$ cat config.mk
export PLATFORM = sky130hd
export DESIGN_NAME = pixel_write_arbiter
export DESIGN_NICKNAME = d
export VERILOG_FILES = /design/src/rtl/drawing_pkg.sv /design/src/rtl/pixel_arb_prio.sv /design/src/rtl/pixel_write_arbiter.sv
export SDC_FILE = /design/constraint.sdc
export NUM_CORES = 1
export LEC_CHECK = 0
export BUFFER_PORTS_ARGS = -buffer_cell sky130_fd_sc_hd__buf_2
export CORE_ASPECT_RATIO = 1.4
export CORE_MARGIN = 2
export CORE_UTILIZATION = 41
export DETAILED_ROUTE_END_ITERATION = 8
export PLACE_DENSITY_LB_ADDON = 0.2
export SYNTH_ARGS = -nofsm -noshare
export SYNTH_HDL_FRONTEND = slang
export SYNTH_SLANG_ARGS = --single-unit
export TNS_END_PERCENT = 100
$ cat constraint.sdc
create_clock -name clk -period 1.81 [get_ports clk]
set_input_delay 0 -clock clk [delete_from_list [all_inputs] [get_ports clk]]
set_output_delay 0 -clock clk [all_outputs]
set_load 0.05 [all_outputs]
$ cat src/rtl/drawing_pkg.sv
// Shared drawing constants, owner encoding and pixel beat type for the
// drawing pipeline feeding vga_adapter.
package drawing_pkg;

    localparam int unsigned X_BITS     = 9;
    localparam int unsigned Y_BITS     = 8;
    localparam int unsigned COLOR_BITS = 9;
    localparam int unsigned SCR_W      = 320;
    localparam int unsigned SCR_H      = 240;

    typedef enum logic [1:0] {
        OWN_NONE = 2'd0,
        OWN_CLR  = 2'd1,
        OWN_BRS  = 2'd2,
        OWN_CUR  = 2'd3
    } owner_e;

    localparam logic [COLOR_BITS-1:0] DRAW_COLOR   = 9'h1FF;
    localparam logic [COLOR_BITS-1:0] ERASE_COLOR  = 9'h000;
    localparam logic [COLOR_BITS-1:0] CURSOR_COLOR = 9'h1C0;

    typedef struct packed {
        logic [X_BITS-1:0]     x;
        logic [Y_BITS-1:0]     y;
        logic [COLOR_BITS-1:0] color;
        logic                  last;
    } pixel_beat_t;

endpackage

$ cat src/rtl/pixel_arb_prio.sv
// Fixed-priority 3-way grant (clr > brs > cur) with lock override.
// Grant bit order: [0] clr, [1] brs, [2] cur.
module pixel_arb_prio (
    input  logic       rst_i,
    input  logic [2:0] valid_i,
    input  logic [1:0] owner_i,
    output logic [2:0] grant_o
);
    import drawing_pkg::*;

    always_comb begin
        grant_o = '0;
        if (!rst_i) begin
            // A lock holder keeps ready even while its valid is low
            unique case (owner_e'(owner_i))
                OWN_NONE: begin
                    if (valid_i[0])      grant_o = 3'b001;
                    else if (valid_i[1]) grant_o = 3'b010;
                    else if (valid_i[2]) grant_o = 3'b100;
                end
                OWN_CLR: grant_o = 3'b001;
                OWN_BRS: grant_o = 3'b010;
                OWN_CUR: grant_o = 3'b100;
                default: grant_o = '0;
            endcase
        end
    end

endmodule

$ cat src/rtl/pixel_write_arbiter.sv
// Burst-granular arbiter sharing the vga_adapter pixel-write port.
// Optional out-of-bounds dropping is enabled by PIXEL_ARB_BOUNDS_CHECK_EN.
module pixel_write_arbiter #(
    parameter int unsigned X_BITS     = drawing_pkg::X_BITS,
    parameter int unsigned Y_BITS     = drawing_pkg::Y_BITS,
    parameter int unsigned COLOR_BITS = drawing_pkg::COLOR_BITS,
    parameter int unsigned SCR_W      = drawing_pkg::SCR_W,
    parameter int unsigned SCR_H      = drawing_pkg::SCR_H
) (
    input  logic                  clk,
    input  logic                  rst,
    input  logic                  clr_valid,
    input  logic                  clr_last,
    input  logic [X_BITS-1:0]     clr_x,
    input  logic [Y_BITS-1:0]     clr_y,
    input  logic [COLOR_BITS-1:0] clr_color,
    output logic                  clr_ready,
    input  logic                  brs_valid,
    input  logic                  brs_last,
    input  logic [X_BITS-1:0]     brs_x,
    input  logic [Y_BITS-1:0]     brs_y,
    input  logic [COLOR_BITS-1:0] brs_color,
    output logic                  brs_ready,
    input  logic                  cur_valid,
    input  logic                  cur_last,
    input  logic [X_BITS-1:0]     cur_x,
    input  logic [Y_BITS-1:0]     cur_y,
    input  logic [COLOR_BITS-1:0] cur_color,
    output logic                  cur_ready,
    output logic [X_BITS-1:0]     vga_x,
    output logic [Y_BITS-1:0]     vga_y,
    output logic [COLOR_BITS-1:0] vga_color,
    output logic                  vga_write,
    output logic [1:0]            owner,
    output logic                  busy,
    output logic [15:0]           drop_cnt
);
    import drawing_pkg::*;

    owner_e                owner_q, owner_d;
    logic [2:0]            valid, grant, acc;
    logic                  accept;
    logic [X_BITS-1:0]     sel_x;
    logic [Y_BITS-1:0]     sel_y;
    logic [COLOR_BITS-1:0] sel_color;
    logic                  sel_last;
    owner_e                sel_own;
    logic                  in_bounds;

    logic [X_BITS-1:0]     x_q;
    logic [Y_BITS-1:0]     y_q;
    logic [COLOR_BITS-1:0] color_q;
    logic                  write_q;

    assign valid = {cur_valid, brs_valid, clr_valid};

    pixel_arb_prio u_prio (
        .rst_i   (rst),
        .valid_i (valid),
        .owner_i (owner_q),
        .grant_o (grant)
    );

    assign clr_ready = grant[0];
    assign brs_ready = grant[1];
    assign cur_ready = grant[2];
    assign acc       = grant & valid;
    assign accept    = |acc;

    always_comb begin
        sel_x     = clr_x;
        sel_y     = clr_y;
        sel_color = clr_color;
        sel_last  = clr_last;
        sel_own   = OWN_CLR;
        if (acc[1]) begin
            sel_x     = brs_x;
            sel_y     = brs_y;
            sel_color = brs_color;
            sel_last  = brs_last;
            sel_own   = OWN_BRS;
        end else if (acc[2]) begin
            sel_x     = cur_x;
            sel_y     = cur_y;
            sel_color = cur_color;
            sel_last  = cur_last;
            sel_own   = OWN_CUR;
        end
    end

    always_comb begin
        owner_d = owner_q;
        if (accept) begin
            owner_d = sel_last ? OWN_NONE : sel_own;
        end
    end

    always_ff @(posedge clk) begin
        if (rst) owner_q <= OWN_NONE;
        else     owner_q <= owner_d;
    end

`ifdef PIXEL_ARB_BOUNDS_CHECK_EN
    assign in_bounds = ({1'b0, sel_x} < SCR_W[X_BITS:0]) &&
                       ({1'b0, sel_y} < SCR_H[Y_BITS:0]);

    logic [15:0] drop_q;

    always_ff @(posedge clk) begin
        if (rst) begin
            drop_q <= '0;
        end else if (accept && !in_bounds && (drop_q != '1)) begin
            drop_q <= drop_q + 16'd1;
        end
    end

    assign drop_cnt = drop_q;
`else
    assign in_bounds = 1'b1;
    assign drop_cnt  = '0;
`endif

    always_ff @(posedge clk) begin
        if (rst) begin
            x_q     <= '0;
            y_q     <= '0;
            color_q <= '0;
            write_q <= 1'b0;
        end else begin
            write_q <= accept && in_bounds;
            if (accept) begin
                x_q     <= sel_x;
                y_q     <= sel_y;
                color_q <= sel_color;
            end
        end
    end

    assign vga_x     = x_q;
    assign vga_y     = y_q;
    assign vga_color = color_q;
    assign vga_write = write_q;
    assign owner     = owner_q;
    assign busy      = (owner_q != OWN_NONE) || write_q;

endmodule

[Word level (Yosys, flattened, before mapping)]
Index checks and enable logic that the tools add are counted.
Operators by class
  reduce and logical (&&, ||, !) cells: 4
  eq/ne operators: 3
  mux-type cells: 16
  bitwise logic cells: 1
Operator list (number)
  2-to-1 mux 9 bit: 4
  2-to-1 mux 8 bit: 2
  2-to-1 mux 3 bit: 4
  case mux 3 bit (4 select lines): 1
  2-to-1 mux 2 bit: 3
  equality test 2 bit (second input constant): 2
  AND 3 bit: 1
  OR reduction 3 bit: 1
  equality test 2 x 1 -> 1 bit (second input constant): 1
  logical NOT 2 bit: 1
  2-to-1 mux 1 bit: 2
  nonzero test 2 bit: 1
  logical OR 1 bit: 1
Word-level totals
  word-level logic and storage cells: 29
  output and inout port bits: 49
  input port bits: 86
  flip-flop bits (word level): 29

[Longest topological paths before layout]
  depth after elaboration: 9
  depth in mapped cells: 7
  gate-level depth less buffers: 4

[Modules after synthesis]
From an unflattened synthesis, not the netlist that was laid out.
Second synthesis, totals
  cell total of the unflattened synthesis: 163
  area, all modules: 1707.9 um^2
By module, submodules not included
  pixel_write_arbiter: area an instance 1652.8 um^2, times used 1, cells each 155, sequential area each 580.6 um^2
  pixel_arb_prio: area an instance 55.1 um^2, times used 1, cells each 8, sequential area each 0.0 um^2

[Least setup slack after synthesis]
Ideal clock, no wire load.
  path kind: flip-flop to output port
  start: register owner_q[0] (netlist: owner[0])
  end: output port clr_ready
  data arrival time: 1905 ps
  buffers on the path: 1
  data required time: 1810 ps
  path slack: -95 ps
  cell stages (with the launch flop): 4
  cell sequence: dfxtp_1 -> buf_6 -> nor2_1 -> nor3_1
On the way
  longest elaborated chain between the ends: 3
  elaborated cells between the ends (all ways): 6
  those cells by class: eq/ne (3); mux (2); reduce/logical (1)
Ends and longest elaborated chain
  start: declaration: line pixel_write_arbiter.sv:40  | owner_e owner_q, owner_d;
  start signal: assignment: line pixel_write_arbiter.sv:100  | else owner_q <= owner_d;
  equality test 2 bit, or another cell as far along: line pixel_arb_prio.sv:15  | unique case (owner_e'(owner_i))
  case mux 3 bit (4 select lines) (*): line pixel_arb_prio.sv:15
  2-to-1 mux 3 bit (*): line pixel_arb_prio.sv:13  | if (!rst_i) begin
  end: declaration: line pixel_write_arbiter.sv:17  | output logic clr_ready,
Every way passes the cells marked *; elsewhere a longest branch is shown, timed or not.

[Worst setup path in the final report]
  start: register owner_q[0] (netlist: owner[0])
  end: register x_q[5] (netlist: vga_x[5])
On the way
  longest elaborated chain between the ends: 6
  elaborated cells between the ends (all ways): 10
  those cells by class: eq/ne (3); mux (4); bitwise (1); reduce/logical (2)
Ends and longest elaborated chain
  equality test 2 bit, or another cell as far along: line pixel_arb_prio.sv:15
  case mux 3 bit (4 select lines) (*): line pixel_arb_prio.sv:15
  2-to-1 mux 3 bit (*): line pixel_arb_prio.sv:13
  AND 3 bit (*): line pixel_write_arbiter.sv:67  | assign acc = grant & valid;
  2-to-1 mux 9 bit: line pixel_write_arbiter.sv:82  | end else if (acc[2]) begin
  2-to-1 mux 9 bit: line pixel_write_arbiter.sv:76  | if (acc[1]) begin
  end signal: assignment: line pixel_write_arbiter.sv:132  | x_q <= sel_x;
  end: declaration: line pixel_write_arbiter.sv:50  | logic [X_BITS-1:0] x_q;
Marked as above.
A chain may end at the register's enable or synchronous reset.

==> impl_metrics.toml <==
[sta]
fin_crit_ns = 1.689
finalHoldViolCount = 0
fmax_mhz = 592.1
grt_setup_unrepaired = "false"
fin_tns_setup_ns = 0
slew_viol_final = 0
fin_crit_sh = 0.9332
skew_ns = 0.003528
holdWs_ns = 0.02258
setup_viol = 0

[critical_path]
reg2regPathDepth = 5
path_max_fanout = 10
path_buf_inv = 1
worstPathArrival_ns = 1.89
r2r-end = "vga_x[5]"
max_stage_delay_ns = 0.43
cp-endpoint = "vga_x[5]"
reg2reg_from = "owner[0]"
cp_slowest_cell = "a211o_1"
path_cells = "nand2b_4 -> a21o_4 -> a211o_1 -> buf_4 -> o221ai_2"
path_depth = 5
cpLargestDelayFamily = "compound AO/OA/AOI/OAI gates"
crit_type = "reg -> reg"
start_kind = "flop"
critPathLaunch = "owner[0]"
r2r_setup_slack_ns = 0.12
critPathCaptureType = "flop"
crit_required_ns = 2.01

[detailed_routing]
ant_nets = 0
vias = 1983
finalWirelength_um = 5379
route.detailed.drc = 0
wire_per_inst_um = 13.31
viasPerCell = 4.908
drt-initial-drc-count = 65
drt-pass1-iter-count = 4

[pwr]
power_mw = 2.561
power_density_mw_per_mm2 = 893.2
cellLeakagePower_nw = 1.512
ir_worst_vdd_v = 0.0005744

[clock_tree]
h-tree-depth = 2
cts_tree = "done"
cts-hold-fix-buffers = 27
cts_buffer_depth = 2
cts_inserted_buffers = 5
insertion_delay_ns = 0.27
post-cts-setup-buffers = 0
cts_resized = 0
clkTransAtPathRegs_ns = 0.07
clockRootBuffer = "clkbuf_8"
clock-sinks = 29

[grt]
grt_pass1_vias = 1937
grt_max_degree = 48
gr-usage-all-layers = 0.2098
grt_antenna_before_repair = 0
grt-ovfl-total = 0
grt_pass1_wl_um = 8383

[synthesis]
synth_top_area_share = 0.3114
synthesis.area_mm2 = 0.001864
synth_cell_types = 31
synth_cells = 197
avgSynthCellArea_um2 = 9.463
synth_area_leaders = "dfxtp_1 (31%), mux2i_1 (14%), o221ai_2 (11%), buf_4 (6.4%), nand2_1 (5.4%)"
yosys_warnings = 0
synth_top_area_cell = "dfxtp_1"
ys_seq_area_frac = 0.3114
ys_seq_elements = 29

[cells_and_area]
final_core_util = 0.6426
layout.cells.non_filler = 404
drive_gt1_frac = 0.4854
n_antenna_cell = 0
mostFrequentLayoutCells = "buf_2 (118), nand2_1 (27), dlygate4sd3_1 (27), dfxtp_1 (27), mux2i_1 (26)"
area_growth_syn_to_layout_pct = 53.83
final_common_cell = "buf_2"
nets = 427

[floorplanning]
dieWidth_um = 60.99
core_area_mm2 = 0.004463
row_count = 29
initial_core_util = 0.4177
die_area_mm2 = 0.005110
die_h_um = 83.79
io_pins = 135

[flow_run]
cap_violations = 0

[placement]
dp_hpwl_um = 3827
portBuffers = 118
place_congestion = 0.7643
dp.cells = 369

[min_path]
hold_path.class = "in -> reg"

[outcome]
status = "finished clean"
[through the flow]
stage,worst slack (ns),cell area (um^2)
6_report,0.1210,2868
5_1_grt,0.04455,2868
4_1_cts,0.1124,2868
3_5_place_dp,0.1330,2464
3_3_place_gp,0.1553,2464
2_1_floorplan,0.08932,1928
[area by class of cell]
| class | count | area (um^2) |
|---|---|---|
| multi-input combinational | 146 | 1094 |
| tap | 62 | 77.57 |
| timing repair buffer | 156 | 968.4 |
| fill | 410 | 1595 |
| sequential | 29 | 583.1 |
| clock inverter | 3 | 65.06 |
| inverter | 3 | 11.26 |
| clock buffer | 5 | 68.82 |
[worst reg2reg max path: cells and delay by family (launching register included)]
kind	cells	cell delay [ns]
buffers and inverters	1	0.24
AOI/OAI and AO/OA	3	0.85
and+or+nand+nor	1	0.15
DFF	1	0.37
[routing by layer]
layer,vias to the layer above,GRT usage,part of all wire
met5,-,0,0
met3,8,0.04496,0.060
met1,907,0.2222,0.38
met4,0,0.07115,0.017
met2,86,0.3871,0.54
li1,982,-,-
[synthesized netlist by cell type, drive strengths merged]
master,instances
o211a,1
buf,26
a21o,1
nor2b,2
mux2i,26
a211o,1
a21oi,5
o21ai,1
conb,1
dfxtp,29
nand4,6
nor2,3
inv,3
nand3,20
o221ai,20
nand2,27
clkbuf,8
o211ai,6
nor3,3
nand2b,2
or3,1
o41ai,1
nor4,1
and2,2
o32ai,1
[how the worst min path moves through the flow]
| stage | start | endpoint | cells after the start |
|---|---|---|---|
| 6_report | cur_color[1] | vga_color[1] | 3 |
| 5_1_grt | cur_color[1] | vga_color[1] | 3 |
| 4_1_cts | cur_color[3] | vga_color[3] | 3 |
| 3_5_place_dp | brs_color[2] | vga_color[2] | 3 |
| 3_3_place_gp | brs_color[5] | vga_color[5] | 3 |
| 2_1_floorplan | brs_color[1] | vga_color[1] | 2 |
[registers in the layout, indices dropped and copies added (netlist names)]
name and count:
vga_write 1, vga_x 9, vga_y 8, vga_color 9, owner 2
[kinds of logic after synthesis]
group	after synthesis	synth area share
AND/OR/NAND/NOR	67	0.1732
AO/OA/AOI/OAI	37	0.2309
buffers and inverters	37	0.1430
flip-flops	29	0.3114
multiplexers	26	0.1396
other	1	0.002011
[power by group]
part           leakage, nW  switching [mW]  internal [mW]
clock               0.0681           0.249          0.547
combinational         1.20           0.664          0.321
sequential           0.242          0.0525          0.728
total                 1.51           0.966           1.60
Note: power is estimated with default switching activity, not from simulation.
